--- config.mk ---
export PLATFORM = sky130hd
export DESIGN_NAME = sparse_index_queue
export DESIGN_NICKNAME = d
export VERILOG_FILES = /design/src/rtl/sparse_index_queue.sv
export SDC_FILE = /design/constraint.sdc
export NUM_CORES = 1
export LEC_CHECK = 0
export CAP_MARGIN = 20
export CORE_UTILIZATION = 60
export CTS_CLUSTER_DIAMETER = 100
export CTS_CLUSTER_SIZE = 10
export DETAILED_ROUTE_END_ITERATION = 8
export GPL_ROUTABILITY_DRIVEN = 1
export PLACE_DENSITY = 0.89
export SETUP_SLACK_MARGIN = 0.5
export SLEW_MARGIN = 15
export SYNTH_ARGS = -nofsm -noshare
export SYNTH_HDL_FRONTEND = slang
export SYNTH_SLANG_ARGS = --single-unit
--- constraint.sdc ---
create_clock -name clk -period 7.2 [get_ports clk]
set_input_delay 0.72 -clock clk [delete_from_list [all_inputs] [get_ports clk]]
set_output_delay 0.72 -clock clk [all_outputs]
set_load 0.01 [all_outputs]
--- src/rtl/sparse_index_queue.sv ---
`timescale 1ns/1ps
`default_nettype none
// +----------------------------------------------------------------------------+
// | Module      : sparse_index_queue                                           |
// | Description : Scans one frame of NUM_INPUTS pixels under a valid/ready     |
// |               handshake and queues the index of every pixel whose value   |
// |               is >= THRESHOLD in a circular FIFO. The FIFO feeds the layer |
// |               controller through a first-word-fall-through valid/ready    |
// |               port. Frame progress is reported via scan_done/frame_done.  |
// | Option      : define SPARSE_QUEUE_VALUE_OUT_EN to also queue each active   |
// |               pixel's value and present it on out_value.                   |
// | Revision    : 1.0 - initial release                                        |
// +----------------------------------------------------------------------------+
module sparse_index_queue #(
  parameter int NUM_INPUTS  = 784,
  parameter int INDEX_WIDTH = 10,
  parameter int QUEUE_DEPTH = 16,
  parameter int PIXEL_WIDTH = 8,
  parameter int THRESHOLD   = 1
) (
  input  logic                             clk,
  input  logic                             reset,
  input  logic                             frame_start,
  input  logic                             pixel_valid,
  input  logic [PIXEL_WIDTH-1:0]           pixel_value,
  output logic                             pixel_ready,
  output logic                             out_valid,
  input  logic                             out_ready,
  output logic [INDEX_WIDTH-1:0]           out_index,
`ifdef SPARSE_QUEUE_VALUE_OUT_EN
  output logic [PIXEL_WIDTH-1:0]           out_value,
`endif
  output logic [$clog2(QUEUE_DEPTH+1)-1:0] queue_count,
  output logic [INDEX_WIDTH:0]             active_count,
  output logic                             scan_done,
  output logic                             frame_done
);

  // Pointer width covers slots 0..QUEUE_DEPTH-1; occupancy width covers 0..QUEUE_DEPTH.
  localparam int C_PTR_W = (QUEUE_DEPTH > 1) ? $clog2(QUEUE_DEPTH) : 1;
  localparam int C_CNT_W = $clog2(QUEUE_DEPTH + 1);

  // Typed copies of the numeric parameters so every compare is width-matched.
  localparam logic [C_CNT_W-1:0]     C_DEPTH      = C_CNT_W'(QUEUE_DEPTH);
  localparam logic [C_PTR_W-1:0]     C_LAST_PTR   = C_PTR_W'(QUEUE_DEPTH - 1);
  localparam logic [INDEX_WIDTH-1:0] C_LAST_PIXEL = INDEX_WIDTH'(NUM_INPUTS - 1);
  localparam logic [PIXEL_WIDTH-1:0] C_THRESHOLD  = PIXEL_WIDTH'(THRESHOLD);

  typedef enum logic [1:0] {
    S_IDLE  = 2'd0,
    S_SCAN  = 2'd1,
    S_DRAIN = 2'd2,
    S_DONE  = 2'd3
  } state_t;

  state_t                   r_state;
  state_t                   w_nextState;
  logic                     w_pixelReady;

  // Frame scan bookkeeping
  logic [INDEX_WIDTH-1:0]   r_pixelCount;
  logic [INDEX_WIDTH:0]     r_activeCount;
  logic                     r_scanDone;
  logic                     r_frameDone;

  // Circular FIFO
  logic [INDEX_WIDTH-1:0]   r_indexMem [QUEUE_DEPTH];
  logic [C_PTR_W-1:0]       r_wrPtr;
  logic [C_PTR_W-1:0]       r_rdPtr;
  logic [C_CNT_W-1:0]       r_count;
  logic [INDEX_WIDTH-1:0]   r_lastIndex;

  // Handshake decodes
  logic                     w_accept;
  logic                     w_active;
  logic                     w_push;
  logic                     w_pop;
  logic                     w_lastPixel;
  logic                     w_startFrame;
  logic                     w_queueEmpty;

  // Advance a FIFO pointer, wrapping at the last slot (depth need not be a power of two).
  function automatic logic [C_PTR_W-1:0] f_nextPtr(input logic [C_PTR_W-1:0] ptr);
    return (ptr == C_LAST_PTR) ? '0 : ptr + C_PTR_W'(1);
  endfunction

  assign w_queueEmpty = (r_count == '0);
  assign w_accept     = pixel_valid & w_pixelReady;
  assign w_active     = (pixel_value >= C_THRESHOLD);
  assign w_push       = w_accept & w_active;
  assign w_pop        = ~w_queueEmpty & out_ready;
  assign w_lastPixel  = (r_pixelCount == C_LAST_PIXEL);
  // A new frame may only be launched from IDLE or DONE; pulses during a scan are dropped.
  assign w_startFrame = frame_start & ((r_state == S_IDLE) | (r_state == S_DONE));

  // State register.
  always_ff @(posedge clk or negedge reset) begin
    if (!reset) begin
      r_state <= S_IDLE;
    end else begin
      r_state <= w_nextState;
    end
  end

  // Next-state decode and pixel-side ready; ready depends only on registered state.
  always_comb begin
    w_nextState  = r_state;
    w_pixelReady = 1'b0;
    case (r_state)
      S_IDLE: begin
        if (frame_start) begin
          w_nextState = S_SCAN;
        end
      end
      S_SCAN: begin
        w_pixelReady = (r_count < C_DEPTH);
        if (pixel_valid && w_pixelReady && w_lastPixel) begin
          w_nextState = S_DRAIN;
        end
      end
      S_DRAIN: begin
        if (w_queueEmpty) begin
          w_nextState = S_DONE;
        end
      end
      S_DONE: begin
        if (frame_start) begin
          w_nextState = S_SCAN;
        end
      end
      default: begin
        w_nextState = S_IDLE;
      end
    endcase
  end

  // Per-frame counters and the done flags; a frame start wipes the previous frame's results.
  always_ff @(posedge clk or negedge reset) begin
    if (!reset) begin
      r_pixelCount  <= '0;
      r_activeCount <= '0;
      r_scanDone    <= 1'b0;
      r_frameDone   <= 1'b0;
    end else if (w_startFrame) begin
      r_pixelCount  <= '0;
      r_activeCount <= '0;
      r_scanDone    <= 1'b0;
      r_frameDone   <= 1'b0;
    end else begin
      if (w_accept) begin
        r_pixelCount <= r_pixelCount + INDEX_WIDTH'(1);
        if (w_lastPixel) begin
          r_scanDone <= 1'b1;
        end
      end
      if (w_push) begin
        r_activeCount <= r_activeCount + (INDEX_WIDTH + 1)'(1);
      end
      if ((r_state == S_DRAIN) && w_queueEmpty) begin
        r_frameDone <= 1'b1;
      end
    end
  end

  // FIFO pointers, occupancy and the last popped index (shown while the queue is empty).
  always_ff @(posedge clk or negedge reset) begin
    if (!reset) begin
      r_wrPtr     <= '0;
      r_rdPtr     <= '0;
      r_count     <= '0;
      r_lastIndex <= '0;
    end else begin
      if (w_push) begin
        r_wrPtr <= f_nextPtr(r_wrPtr);
      end
      if (w_pop) begin
        r_rdPtr     <= f_nextPtr(r_rdPtr);
        r_lastIndex <= r_indexMem[r_rdPtr];
      end
      case ({w_push, w_pop})
        2'b10:   r_count <= r_count + C_CNT_W'(1);
        2'b01:   r_count <= r_count - C_CNT_W'(1);
        default: r_count <= r_count;
      endcase
    end
  end

  // FIFO storage is not reset; entries are only visible once written.
  always_ff @(posedge clk) begin
    if (w_push) begin
      r_indexMem[r_wrPtr] <= r_pixelCount;
    end
  end

`ifdef SPARSE_QUEUE_VALUE_OUT_EN
  logic [PIXEL_WIDTH-1:0] r_valueMem [QUEUE_DEPTH];
  logic [PIXEL_WIDTH-1:0] r_lastValue;

  // Value side-storage written alongside the index.
  always_ff @(posedge clk) begin
    if (w_push) begin
      r_valueMem[r_wrPtr] <= pixel_value;
    end
  end

  // Last popped value, held on the output while the queue is empty.
  always_ff @(posedge clk or negedge reset) begin
    if (!reset) begin
      r_lastValue <= '0;
    end else if (w_pop) begin
      r_lastValue <= r_valueMem[r_rdPtr];
    end
  end

  assign out_value = w_queueEmpty ? r_lastValue : r_valueMem[r_rdPtr];
`endif

  // The head entry falls through directly; an empty queue holds the last delivered index.
  assign out_index    = w_queueEmpty ? r_lastIndex : r_indexMem[r_rdPtr];
  assign out_valid    = ~w_queueEmpty;
  assign pixel_ready  = w_pixelReady;
  assign queue_count  = r_count;
  assign active_count = r_activeCount;
  assign scan_done    = r_scanDone;
  assign frame_done   = r_frameDone;

endmodule
`default_nettype wire

==> impl_results.rst, run 1 <==
.. list-table::
   :header-rows: 1

   * - Metric
     - Value
   * - Status
     - finished, final reports clean
   * - CTS root buffer
     - clkbuf_16
   * - Area of the mapped netlist
     - 8830 sq um
   * - Biggest area contributors in the synthesized netlist
     - edfxtp_1, dfrtp_1, mux4_2
   * - Remaining routing DRC violations
     - 0
   * - Internal portion of total power
     - 2.63 mW
   * - Tightest Pin Transition
     - 0.900 ns
   * - Site row count
     - 43
   * - Routed vias
     - 5044
   * - Inserted Diodes
     - 0
   * - Die Wd
     - 123 um
   * - Die outline area
     - 15200 sq um
   * - Number of port buffers
     - 42
   * - Last weighted congestion value of the routability-driven placer
     - 0.829
   * - CTS clk-pin slew, worst paths
     - 0.06 ns
   * - Final routed wirelength across all metal layers
     - 18.8 mm
   * - Setup repair bufs after CTS
     - 0
   * - Post-synthesis net count
     - 561
   * - Final cell area excluding filler cells
     - 10100 sq um
   * - Cell type with the highest aggregate area in the netlist
     - edfxtp_1
   * - Starting Density
     - 0.627
   * - Power density of the placed cells
     - 375 nW/um^2
   * - Post-route clock skew
     - 0.00790 ns
   * - Initial DRC Count
     - 520
   * - Number of maximum-capacitance constraint violations
     - 0
   * - Yosys reg bits
     - 208
   * - Minimum setup slack among reg-to-reg paths
     - 3.63 ns
   * - Source-to-sink clock delay at the later pin of the worst-skew pair
     - 0.50 ns
   * - Vias in the first global route
     - 5044
   * - Bufs and invs on worst path
     - 2
   * - Clock group share of total power
     - 0.290
   * - Top-count cell post-synth
     - edfxtp_1
   * - Number of setup violations in the final report
     - 0
   * - Post-layout nets
     - 607
   * - Number of levels the H-tree was split into
     - 1
   * - Crit path max fanout
     - 25
   * - Master of the slowest instance on the critical path
     - dfrtp_1
   * - P_leak
     - 3.68 nW
   * - Count of endpoints failing hold in the final timing report
     - 0
   * - FF-to-FF End
     - queue_count[4]
   * - Worst slew margin relative to its limit
     - 0.400
   * - Setup crit end kind
     - output port
   * - Unique masters post-synth
     - 59
   * - Via count normalized by instance count
     - 6.47
   * - Dominant delay contributor by cell family on the critical path
     - buffers and inverters
   * - Global routing usage summed across all routing layers
     - 0.259
   * - Number of enable-type register cells in the synthesized netlist
     - 160
   * - Highest Clock Rate
     - 0.243 GHz
   * - Layout cells sized above 1
     - 0.160
   * - Worst Path Class, Setup
     - register to output port
   * - Peak VDD IR
     - 193 uV
   * - Largest net degree at the start of global routing
     - 49
   * - Worst r2r path cells
     - 12
   * - HP Class
     - input port to asynchronous set/reset pin
   * - Switching share of total power
     - 0.304
   * - Dominant register cell in the synthesized netlist
     - edfxtp_1
   * - Global route total overflow
     - 0
   * - Iteration count of the initial detailed-routing pass
     - 5
   * - Fin crit share
     - 0.573
   * - Cells along the critical path
     - buf_4 > mux4_2 > mux2i_1 > mux2_2 > o21ai_1 > clkdlybuf4s50_1
   * - Average size of a mapped cell
     - 16.5 sq um
   * - Part of the Yosys area used for sequential elements
     - 0.680
   * - Number of placed I/O pins
     - 43
   * - Final total negative setup slack
     - 0 ns
   * - Placed cell area
     - 9360 sq um
   * - Worst-case clock buffer depth
     - 3
   * - Async set-or-reset flop fraction in the synthesized netlist
     - 0.231
   * - Switching power total
     - 1.15 mW
   * - Number of antenna violations at the first check in global routing
     - 0
   * - Time the final worst path needs with I/O delays and setup
     - 4.12 ns
   * - Area of the core
     - 14100 sq um
   * - CTS tree
     - yes
   * - HPWL reported at the end of detailed placement
     - 11.5 mm
   * - Mean routed wirelength per cell
     - 24.0 um
   * - Finished Core Util
     - 0.716
   * - Global-route wire length before repair
     - 28.5 mm
   * - Clk sink count
     - 208
   * - Sequential share of power
     - 0.422
   * - Remaining antenna violation count
     - 0
   * - Leading post-synthesis cells by instance count
     - edfxtp_1, dfrtp_1, mux4_2
   * - Hold slack
     - 0.248 ns
   * - Total of hold buffers inserted after clock tree synthesis
     - 0
   * - Post-cts sizing count
     - 0
   * - Setup repair after global routing missed its margin
     - no
   * - Highest cell delay on the worst timing path
     - 0.93 ns
   * - CTS buffer count
     - 24
   * - Syn. warnings
     - 0
   * - Critical R2R Launch
     - r_state[1]
   * - Data required time at the worst endpoint
     - 6.48 ns
   * - Number of cells produced by synthesis
     - 536
   * - Type of element launching the critical path
     - register
   * - Endpoint arrival time on the critical path
     - 3.40 ns
   * - Final slew viol count
     - 0
   * - Die outline height
     - 123 um
   * - Design Power
     - 3.79 mW
   * - Comb pwr share
     - 0.288
   * - Synth-to-layout area growth
     - 14.2%
   * - Synth top area share
     - 0.544
-- cell type report --
| cell class | count | area [sq um] |
|---|---|---|
| Sequential cell | 208 | 6010 |
| Fill cell | 867 | 4010 |
| Multi-Input combinational cell | 288 | 2640 |
| Clock buffer | 44 | 707 |
| Timing Repair Buffer | 46 | 460 |
| Tap cell | 180 | 225 |
| Inverter | 14 | 52.6 |
-- layout by cell type (no fill, tap or decap), types with 12 or more instances in the layout --
| cell type | instances |
|---|---|
| edfxtp_1 | 160 |
| dfrtp_1 | 46 |
| clkdlybuf4s50_1 | 41 |
| mux4_2 | 40 |
| nand2_1 | 35 |
| clkbuf_16 | 25 |
| o21ai_1 | 24 |
| mux2i_1 | 22 |
| nor2_1 | 22 |
| clkbuf_1 | 18 |
| xnor2_1 | 13 |
| ha_1 | 12 |
-- how the worst max path moves through the flow --
stage	from	end	slack (ns)	depth (start not counted)
2_1_floorplan	queue_count[2]	queue_count[4]	4.11	13
3_5_place_dp	pixel_valid	queue_count[4]	3.12	11
3_3_place_gp	pixel_valid	queue_count[4]	3.47	11
4_1_cts	r_rdPtr[2]	out_index[3]	3.08	6
6_report	r_rdPtr[2]	out_index[4]	3.08	6
5_1_grt	r_rdPtr[2]	out_index[4]	3.01	6
-- power by group through the flow --
| stage | registers (mW) | logic [mW] | clock network [mW] |
|---|---|---|---|
| 6_report | 1.60 | 1.09 | 1.10 |
| 2_1_floorplan | 1.52 | 0.808 | 0 |
| 4_1_cts | 1.63 | 1.05 | 1.11 |
| 3_3_place_gp | 1.63 | 0.994 | 0 |
| 5_1_grt | 1.62 | 1.18 | 1.15 |
| 3_5_place_dp | 1.65 | 1.04 | 0 |
-- worst register-to-register path: stages, from the launching register on --
cell       delay, ns
dfrtp_1         0.38
inv_1           0.09
ha_1            0.30
nand3b_4        0.18
a21oi_2         0.49
inv_2           0.26
ha_1            0.38
xor2_1          0.19
ha_1            0.25
nor4b_1         0.26
mux2i_1         0.15
o211a_1         0.15
a2111oi_0       0.37
-- layer usage --
layer  vias to the layer above  part of all wire  wire (um)  global-route usage
li1                       2183                 -          -                   -
met1                      2582              0.40       7510               0.349
met2                       230              0.50       9420               0.429
met3                        49             0.069       1290              0.0424
met4                         0             0.029        535              0.0934
met5                         -                 0          0                   0
-- per-stage QoR --
step / std cells / setup WS [ns]
2_1_floorplan: 536 / 4.11
3_3_place_gp: 735 / 3.47
3_5_place_dp: 735 / 3.12
4_1_cts: 779 / 3.08
5_1_grt: 780 / 3.01
6_report: 780 / 3.08
-- registers in the layout, summed over array words and instances (netlist names) --
signal,count
r_indexMem,160
active_count,11
r_lastIndex,10
r_pixelCount,10
queue_count,5
r_rdPtr,4
r_wrPtr,4
r_state,2
frame_done,1
scan_done,1
-- cell families (layout without fill, tap and decap cells) --
logic type | after synthesis | in the layout | synth area share
flip-flops | 208 | 208 | 0.680
AND/OR/NAND/NOR | 117 | 117 | 0.0722
multiplexers | 74 | 74 | 0.142
AO/OA/AOI/OAI | 66 | 66 | 0.0480
buffers and inverters | 40 | 104 | 0.0218
XOR/XNOR | 19 | 19 | 0.0188
adder cells (fa/ha/maj) | 12 | 12 | 0.0170
Power figures use the tool's default switching activity.
==> run 2, diff against run 1 <==
--- a/config.mk
+++ b/config.mk
@@ -6,12 +6,12 @@
 export NUM_CORES = 1
 export LEC_CHECK = 0
 export CAP_MARGIN = 20
-export CORE_UTILIZATION = 60
+export CORE_UTILIZATION = 54
 export CTS_CLUSTER_DIAMETER = 100
 export CTS_CLUSTER_SIZE = 10
 export DETAILED_ROUTE_END_ITERATION = 8
 export GPL_ROUTABILITY_DRIVEN = 1
-export PLACE_DENSITY = 0.89
+export PLACE_DENSITY = 0.86
 export SETUP_SLACK_MARGIN = 0.5
 export SLEW_MARGIN = 15
 export SYNTH_ARGS = -nofsm -noshare
==> constraint.sdc (replaced) <==
create_clock -name clk -period 3.45 [get_ports clk]
set_input_delay 0.345 -clock clk [delete_from_list [all_inputs] [get_ports clk]]
set_output_delay 0.345 -clock clk [all_outputs]
set_load 0.01 [all_outputs]
==> run 2 against run 1 <==
  * Clock skew increased by 0.011 ns
  * Setup slack got worse by 2.6 ns
  * Power increased by 120%
  * Global-route usage decreased by 1.1 points
  * First-iteration DRC count increased by 18%
  * Largest cell class unchanged
  * Highest routed layer unchanged
==> impl_results.rst, run 2 (same netlist as run 1, synthesis figures left out) <==
.. list-table::
   :header-rows: 1

   * - Metric
     - Value
   * - Multi-input gate area in the final layout
     - 2710 sq um (+3.0%)
   * - Number of antenna violations at the first check in global routing
     - 0 (unchanged)
   * - Starting Density
     - 0.554 (-0.0726)
   * - Clk sink count
     - 208 (unchanged)
   * - Routed vias
     - 5122 (+1.5%)
   * - Final routed wirelength across all metal layers
     - 19.7 mm (+4.8%)
   * - Initial DRC Count
     - 614 (+18%)
   * - Global route total overflow
     - 0 (unchanged)
   * - HP Class
     - input port to asynchronous set/reset pin
   * - Max reg flops
     - 160 (unchanged)
   * - Most common library cell in the layout ignoring fill and taps
     - edfxtp_1
   * - Number of placed I/O pins
     - 43 (unchanged)
   * - Layout cells sized above 1
     - 0.200 (+0.0400)
   * - Number of maximum-capacitance constraint violations
     - 0 (unchanged)
   * - Number of levels the H-tree was split into
     - 1 (unchanged)
   * - Inserted Diodes
     - 0 (unchanged)
   * - Global-route wire length before repair
     - 30.3 mm (+6.4%)
   * - Source-to-sink clock delay at the later pin of the worst-skew pair
     - 0.50 ns (about the same)
   * - Number of setup violations in the final report
     - 0 (unchanged)
   * - Remaining antenna violation count
     - 0 (unchanged)
   * - Post-route clock skew
     - 0.0190 ns (+0.0111 ns)
   * - First element of the critical path
     - queue_count[1]
   * - CTS clk-pin slew, worst paths
     - 0.06 ns (about the same)
   * - Combined flip-flop and latch cell area
     - 6010 sq um (about the same)
   * - Die outline area
     - 16900 sq um (+11%)
   * - Time the final worst path needs with I/O delays and setup
     - 2.93 ns
   * - Global routing usage summed across all routing layers
     - 0.248 (-0.0111)
   * - Area of the core
     - 15900 sq um (+13%)
   * - Worst-case clock buffer depth
     - 3 (unchanged)
   * - Most flop-heavy register
     - r_indexMem
   * - Endpoint arrival time on the critical path
     - 3.32 ns (-0.08 ns)
   * - Type of element launching the critical path
     - register
   * - Critical R2R Launch
     - queue_count[1]
   * - Tightest Pin Transition
     - 0.804 ns (-0.0961 ns)
   * - Data required time at the worst endpoint
     - 3.84 ns (-2.64 ns)
   * - Finished Core Util
     - 0.650 (-0.0656)
   * - Last weighted congestion value of the routability-driven placer
     - 0.807 (-2.6%)
   * - Largest net degree at the start of global routing
     - 44 (-10%)
   * - Iteration count of the initial detailed-routing pass
     - 5 (unchanged)
   * - Vias in the first global route
     - 5308 (+5.2%)
   * - Peak VDD IR
     - 377 uV (+95%)
   * - Commonest cells after routing, fill and taps aside
     - edfxtp_1, dfrtp_1, mux4_2
   * - HPWL reported at the end of detailed placement
     - 11.6 mm (+0.67%)
   * - CTS buffer count
     - 24 (unchanged)
   * - P_leak
     - 3.81 nW (+3.5%)
   * - CTS root buffer
     - clkbuf_16
   * - CTS tree
     - yes
   * - Remaining routing DRC violations
     - 0 (unchanged)
   * - Worst slew margin relative to its limit
     - 0.464 (+0.0641)
   * - Final slew viol count
     - 0 (unchanged)
   * - Setup repair after global routing missed its margin
     - yes
   * - Highest Clock Rate
     - 0.342 GHz
   * - Worst Path Class, Setup
     - register to register
   * - Via count normalized by instance count
     - 6.16 (-4.7%)
   * - Crit path max fanout
     - 9 (-64%)
   * - Power density of the placed cells
     - 787 nW/um^2 (+110%)
   * - Die outline height
     - 130 um (+5.3%)
   * - Post-layout nets
     - 623 (+2.6%)
   * - Count of endpoints failing hold in the final timing report
     - 0 (unchanged)
   * - Fill cell total of the finished layout
     - 1067 (+23%)
   * - Mean routed wirelength per cell
     - 23.6 um (-1.6%)
   * - Die Wd
     - 130 um (+5.3%)
   * - Fin crit share
     - 0.848
   * - Final total negative setup slack
     - 0 ns (unchanged)
   * - Synth-to-layout area growth
     - 17.3%
   * - Number of port buffers
     - 42 (unchanged)
   * - Status
     - finished, final reports clean
   * - Setup crit end kind
     - register
   * - Site row count
     - 46 (+7.0%)
## run 2: changes by cell type in the layout (fill, tap and decap cells not counted), moves of 3 or more
cell and delta:
mux2i_1 -5, dlygate4sd2_1 +8, clkdlybuf4s50_1 -10, mux2i_2 +3, buf_4 +9
## run 2: final cells by class
type                    count  share of cell area
inverters                  14             0.00507
clock buffers              43              0.0678
multi-input cells         289               0.262
repair buffers             61              0.0589
well taps                 216              0.0261
flip-flops and latches    208               0.580
## run 2: per-stage QoR
step           cell area, sq um  power (mW)  setup slack (ns)  instances  hold slack [ns]
2_1_floorplan              8850        4.87             0.512        536           0.0494
4_1_cts                   10400        8.17             0.406        831            0.375
3_3_place_gp               9500        5.61             0.441        779            0.356
5_1_grt                   10400        8.50             0.416        831            0.391
6_report                  10400        8.16             0.525        831            0.367
3_5_place_dp               9500        5.74             0.164        779            0.361
## run 2: layer usage
layer	GRT usage	share of wire	vias up	wire [um]
met3	0.0344	0.062	39	1210
li1	-	-	2220	-
met2	0.428	0.51	224	10100
met5	0	0	-	0
met4	0.107	0.031	0	619
met1	0.316	0.39	2639	7720
## run 2: where the power goes
part	internal (mW)	total, mW	switching, mW
registers	2.97	3.26	0.289
logic	1.31	2.63	1.33
clock network	1.36	2.27	0.907
## run 2: path summary, 6_finish.rpt
check,end,slack [ns],cells after the start
setup / recovery,queue_count[4],0.52,10
hold / removal,r_lastIndex[3],0.37,2
setup reg to reg,queue_count[4],0.52,10
hold reg to reg,scan_done,0.49,1
max in group asynchronous,queue_count[1],2.26,3
min in group clk,scan_done,0.49,1
## run 2: critical path: stages (launching register included)
cell       delay (ns)
dfrtp_2          0.47
or3_4            0.49
o21ai_4          0.19
inv_2            0.07
ha_2             0.24
xor2_1           0.16
ha_1             0.26
nor4b_2          0.27
mux2i_1          0.15
o211a_1          0.16
a2111oi_2        0.34
## run 2: what timing repair did
item	CTS	global route
pin swaps	2	1
setup buffers	6	0
hold buffers	1	0
hold endpoints to repair	18	0
resized for setup	24	6
setup endpoints to repair	12	11
gates cloned	2	0
